**src/rtl/pe_grid_sequencer.sv**
```systemverilog
// Job sequencer for a systolic PE grid: skews input vectors onto the west edge, seeds the
// north edge with a per-job bias, and re-times grid results using a valid tag delay line.
module pe_grid_sequencer #(
    parameter int ROWS     = 9,
    parameter int COLS     = 1,
    parameter int LEN_W    = 8,
    parameter int GRID_LAT = 9
) (
    input  logic                 i_clk,
    input  logic                 i_rst_n,
    input  logic                 i_start,
    input  logic [LEN_W-1:0]     i_len,
    input  logic [COLS*32-1:0]   i_bias,
    input  logic                 i_in_valid,
    output logic                 o_in_ready,
    input  logic [ROWS*9-1:0]    i_in_data,
    output logic [ROWS*9-1:0]    o_west_data,
    output logic [COLS*32-1:0]   o_north_data,
    input  logic [COLS*32-1:0]   i_grid_data,
    output logic                 o_out_valid,
    output logic [COLS*32-1:0]   o_out_data,
    output logic                 o_busy,
    output logic                 o_done,
    output logic [1:0]           o_state
);

    localparam int PIPE   = ROWS + GRID_LAT;
    localparam int DCNT_W = $clog2(PIPE + 1);

    typedef enum logic [1:0] {
        IDLE  = 2'd0,
        FEED  = 2'd1,
        DRAIN = 2'd2,
        DONE  = 2'd3
    } state_t;

    state_t              state;
    state_t              state_nxt;
    logic [LEN_W-1:0]    len_q;
    logic [LEN_W-1:0]    acc_cnt;
    logic [LEN_W:0]      acc_inc;
    logic [DCNT_W-1:0]   drain_cnt;
    logic                accept;
    logic                last_accept;
    logic                busy_nxt;
    logic [PIPE-1:0]     tag;

    // Handshake: a vector moves only on a cycle where i_in_valid and o_in_ready are both 1;
    // o_in_ready depends on state alone, never on i_in_valid.
    assign o_in_ready  = (state == FEED);
    assign o_state     = state;
    assign accept      = o_in_ready & i_in_valid;
    assign acc_inc     = {1'b0, acc_cnt} + {{LEN_W{1'b0}}, 1'b1};
    assign last_accept = accept && (acc_inc == {1'b0, len_q});
    assign busy_nxt    = (state_nxt == FEED) || (state_nxt == DRAIN);
    assign o_out_valid = tag[PIPE-1];

    always_comb begin
        state_nxt = state;
        case (state)
            IDLE:    if (i_start) state_nxt = (i_len != '0) ? FEED : DONE;
            FEED:    if (last_accept) state_nxt = DRAIN;
            DRAIN:   if (drain_cnt == '0) state_nxt = DONE;
            DONE:    state_nxt = IDLE;
            default: state_nxt = IDLE;
        endcase
    end

    always_ff @(posedge i_clk) begin
        if (!i_rst_n) begin
            state        <= IDLE;
            len_q        <= '0;
            acc_cnt      <= '0;
            drain_cnt    <= '0;
            o_north_data <= '0;
            o_busy       <= 1'b0;
            o_done       <= 1'b0;
            tag          <= '0;
            o_out_data   <= '0;
        end else begin
            state <= state_nxt;
            if (state == IDLE && i_start) begin
                len_q   <= i_len;
                acc_cnt <= '0;
            end else if (accept) begin
                acc_cnt <= acc_inc[LEN_W-1:0];
            end
            // The drain window covers the full skew + grid latency of the last accepted vector.
            if (state == FEED && last_accept)
                drain_cnt <= DCNT_W'(PIPE - 1);
            else if (state == DRAIN && drain_cnt != '0)
                drain_cnt <= drain_cnt - DCNT_W'(1);
            o_busy <= busy_nxt;
            o_done <= (state_nxt == DONE);
            // The north register itself holds the bias sampled at job start.
            if (busy_nxt)
                o_north_data <= (state == IDLE) ? i_bias : o_north_data;
            else
                o_north_data <= '0;
            tag <= {tag[PIPE-2:0], accept};
            if (tag[PIPE-2])
                o_out_data <= i_grid_data;
        end
    end

    // Row r is delayed by r+1 registers; bubbles and non-FEED cycles push zeros.
    for (genvar r = 0; r < ROWS; r++) begin : g_skew
        logic [8:0] line [r+1];
        logic [8:0] inject;

        assign inject = accept ? i_in_data[(ROWS-r)*9-1 -: 9] : 9'd0;

        always_ff @(posedge i_clk) begin
            if (!i_rst_n) begin
                for (int k = 0; k <= r; k++) line[k] <= '0;
            end else begin
                line[0] <= inject;
                for (int k = 1; k <= r; k++) line[k] <= line[k-1];
            end
        end

        assign o_west_data[(ROWS-r)*9-1 -: 9] = line[r];
    end

endmodule
```
**config.mk**
```make
export PLATFORM = sky130hd
export DESIGN_NAME = pe_grid_sequencer
export DESIGN_NICKNAME = d
export VERILOG_FILES = /design/src/rtl/pe_grid_sequencer.sv
export SDC_FILE = /design/constraint.sdc
export NUM_CORES = 1
export LEC_CHECK = 0
export BUFFER_PORTS_ARGS = -buffer_cell sky130_fd_sc_hd__buf_2
export CORE_UTILIZATION = 41
export CTS_CLUSTER_SIZE = 8
export DETAILED_ROUTE_END_ITERATION = 8
export PLACE_DENSITY = 0.75
export REMOVE_ABC_BUFFERS = 1
export SYNTH_ARGS = -nofsm -noshare
export SYNTH_HDL_FRONTEND = slang
export SYNTH_SLANG_ARGS = --single-unit
```
**constraint.sdc**
```tcl
create_clock -name i_clk -period 2.6 [get_ports i_clk]
set_input_delay 0.26 -clock i_clk [delete_from_list [all_inputs] [get_ports i_clk]]
set_output_delay 0.26 -clock i_clk [all_outputs]
set_load 0.005 [all_outputs]
```
==> results by group <==
Status
  • Status: finished, violations left
  • Failing checks: DRC

Power
  • Clock power frac: 47.3%
  • Static leakage: 9.05 nW
  • Pwr per Cell Area: 843 nW/um^2
  • Worst VDD drop: 0.000576 V
  • Comb pwr share: 5.5%
  • Final Power: 0.0172 W
  • Sw Ratio: 20.9%
  • Internal: 0.0136 W
  • Reg power frac: 47.2%
  • P_sw: 0.00359 W

Yosys
  • Mapped Area: 15000 sq um
  • Ys Warns: 0
  • Yosys top cell by area: dfxtp_1
  • Syn_area_per_cell: 11.4 sq um
  • Share of the synthesized area in the top cell type: 68.2%
  • Sequential area share after synthesis: 68.2%
  • Most used flip-flop cell after synthesis: dfxtp_1
  • Post-synthesis register bit count: 512
  • Synth top area cells: dfxtp_1 (68%), and2_1 (18%), mux2i_1 (2.3%)
  • Synth Instances: 1324
  • Async S/R FF share, synth: 0%
  • EDFF count, synth: 0
  • Netlist cell types: 37

Floorplan
  • Core area: 35800 sq um
  • Die height: 194 um
  • Boundary Pins: 308
  • Die Wd: 194 um
  • Starting Density: 42.0%
  • Row count: 69
  • Total die area: 37400 sq um

Finish
  • Commonest non-fill, non-tap cells in the layout: dfxtp_1 (507), and2_1 (424), buf_2 (306)
  • Area growth syn-to-layout: 35.3%
  • Filler Cells Inserted: 2745
  • Commonest non-fill, non-tap cell in the layout: dfxtp_1
  • Share of layout cells above drive strength 1: 23.7%
  • Final #Nets: 1925
  • Post-layout util: 56.8%

Clock network
  • CTS tree: built
  • CTS clk-pin slew, worst paths: 0.05 ns
  • Clock Tree Root: clkbuf_16
  • Clk Latency, worst-skew pair: 0.57 ns
  • CTS Buffer Depth: 3
  • Clk sinks: 512
  • CTS HTree Levels: 3
  • Total CTS buffers: 73
  • Setup Buffers After CTS: 0

Critical path
  • Slowest cell on the critical path: dfxtp_1
  • WP buf/inv: 1
  • CP top delay family: compound AO/OA/AOI/OAI gates
  • Critical path type: reg -> reg
  • CP max stage delay: 0.49 ns
  • Critical Path AT: 2.99 ns
  • Crit path cell chain: nand3_4 > a2111o_1 > a2111oi_4 > nand3_1 > o21a_1 > ha_4 > nand2_4 > clkbuf_16 > a21oi_2
  • Crit start category: register
  • Worst Setup End Kind: register
  • Crit Path Max Fanout: 8
  • CP Data Required Time: 3.08 ns

STA
  • Worst hold slack: 0.0611 ns
  • Fin Clk Skew: 0.0151 ns
  • Tcrit/Tclk final: 96.4%
  • Max Fclk: 399 MHz
  • Setup TNS: 0 ns
  • Setup ws final: 0.0940 ns
  • Fin. Hold Viols: 0
  • Worst-Margin Slew: 1.00 ns
  • Fin. max-slew vios: 0
  • Fin crit period: 2.51 ns
  • Rel. slew slack: 33.1%
  • Endpoints failing setup: 0

Min path
  • Worst Hold Class: in -> reg

Detailed routing
  • DRT iter0 DRCs: 425
  • WL final: 30700 um
  • Via count: 10035
  • Drt pass-1 iters: 9
  • # DRC: 35
  • Remaining antenna violation count: 0
  • Average vias per placed instance: 4.50
  • Routed WL per cell: 13.7 um

GRT
  • First-pass GRT wire length: 49100 um
  • Gr ovfl total: 0
  • Vias in the first global route: 10080
  • GRT Total Usage: 16.1%
  • Largest net degree at the start of global routing: 195
  • Initial antenna violation count: 1

Placed design
  • Port Buffers: 307
  • RePlAce Congestion: 0.836
  • Final HPWL from detailed placement: 15700 um
  • Pre-CTS setup slack: -0.0107 ns

Flow run
  • Max cap viols: 0
-- worst min-delay path, delay by kind of cell --
family,cells,cell delay (ns)
compound gates,1,0.08
buf+inv,1,0.11
simple gates,1,0.11
-- worst paths after layout --
kind | from | endpoint | slack, ns | cells past startpoint
max reg2reg | acc_cnt[3] | o_north_data[17] | 0.09 | 9
min reg2reg | g_skew[7].line[1][5] | g_skew[7].line[1][14] | 0.42 | 1
min | i_len[0] | len_q[0] | 0.06 | 3
max | acc_cnt[3] | o_north_data[17] | 0.09 | 9
-- cell usage after synthesis, drive strengths merged (2+ instances only) --
| cell type | n |
|---|---|
| and2 | 424 |
| nor2b | 2 |
| ha | 3 |
| o21ai | 3 |
| nor4b | 2 |
| xor2 | 9 |
| nand2 | 89 |
| o211a | 2 |
| mux2i | 34 |
| nor3b | 2 |
| nor2 | 49 |
| buf | 38 |
| a21oi | 44 |
| xnor2 | 10 |
| nor3 | 4 |
| dfxtp | 512 |
| nand3 | 7 |
| nand2b | 4 |
| clkbuf | 67 |
| and3 | 2 |
| inv | 4 |
-- stage by stage --
step                instances  area [sq um]
floorplan                1219         14500
global placement         1997         16800
detailed placement       1997         16800
CTS                      2229         20200
global route             2232         20300
finish                   2232         20300
-- metal layers --
metal | vias to the layer above | track usage (%) | wire [um] | part of all wire, %
met1 | 4588 | 16.8 | 11900 | 39
met4 | 0 | 8.77 | 1170 | 3.8
met3 | 92 | 6.17 | 2900 | 9.5
met2 | 430 | 28.0 | 14700 | 48
li1 | 4925 | - | - | -
met5 | - | 0 | 0 | 0
-- flip-flops by register name, summed over array words and instances (netlist names) --
name,cells
acc_cnt,8
drain_cnt,5
g_skew.line,405
len_q,8
o_busy,1
o_done,1
o_north_data,32
o_out_data,32
o_state,2
tag,18
-- power by group through the flow --
stage	Combinational (W)	Sequential, W	Clock, W
floorplan	0.000277	0.00824	0
global placement	0.000655	0.00823	0
detailed placement	0.000671	0.00824	0
CTS	0.000852	0.00809	0.00838
global route	0.00102	0.00810	0.00871
finish	0.000942	0.00810	0.00811
-- cells by family (layout without fill, tap and decap cells) --
logic type / count (synthesis) / after routing / share of synthesized area, %
AOI/OAI and AO/OA: 57 / 57 / 2.30
DFF: 512 / 512 / 68.2
buffers and inverters: 109 / 555 / 3.64
and+or+nand+nor: 590 / 590 / 22.3
other: 0 / 1 / 0
xor gates and xnor gates: 19 / 19 / 1.11
muxes: 34 / 34 / 2.26
adders and majority gates: 3 / 3 / 0.250
-- timing repair --
item / in CTS / in global routing
pin swaps: 0 / 4
setup endpoints to repair: 33 / 33
resized for setup: 2 / 15
cloned: 0 / 2
hold buffers: 152 / 0
endpoints found under the hold margin: 152 / 0
-- final cells by class --
cell class	instances	area, sq um	share of cell area [%]
Antenna cell	1	2.50	0.0123
Clock buffer	75	1880	9.23
Clock inverter	5	70.1	0.344
Inverter	4	15.0	0.0738
Multi-Input combinational cell	703	4310	21.2
Sequential cell	512	10300	50.4
Tap cell	461	577	2.84
Timing Repair Buffer	471	3230	15.9
Note: power is estimated with default switching activity, not from simulation.
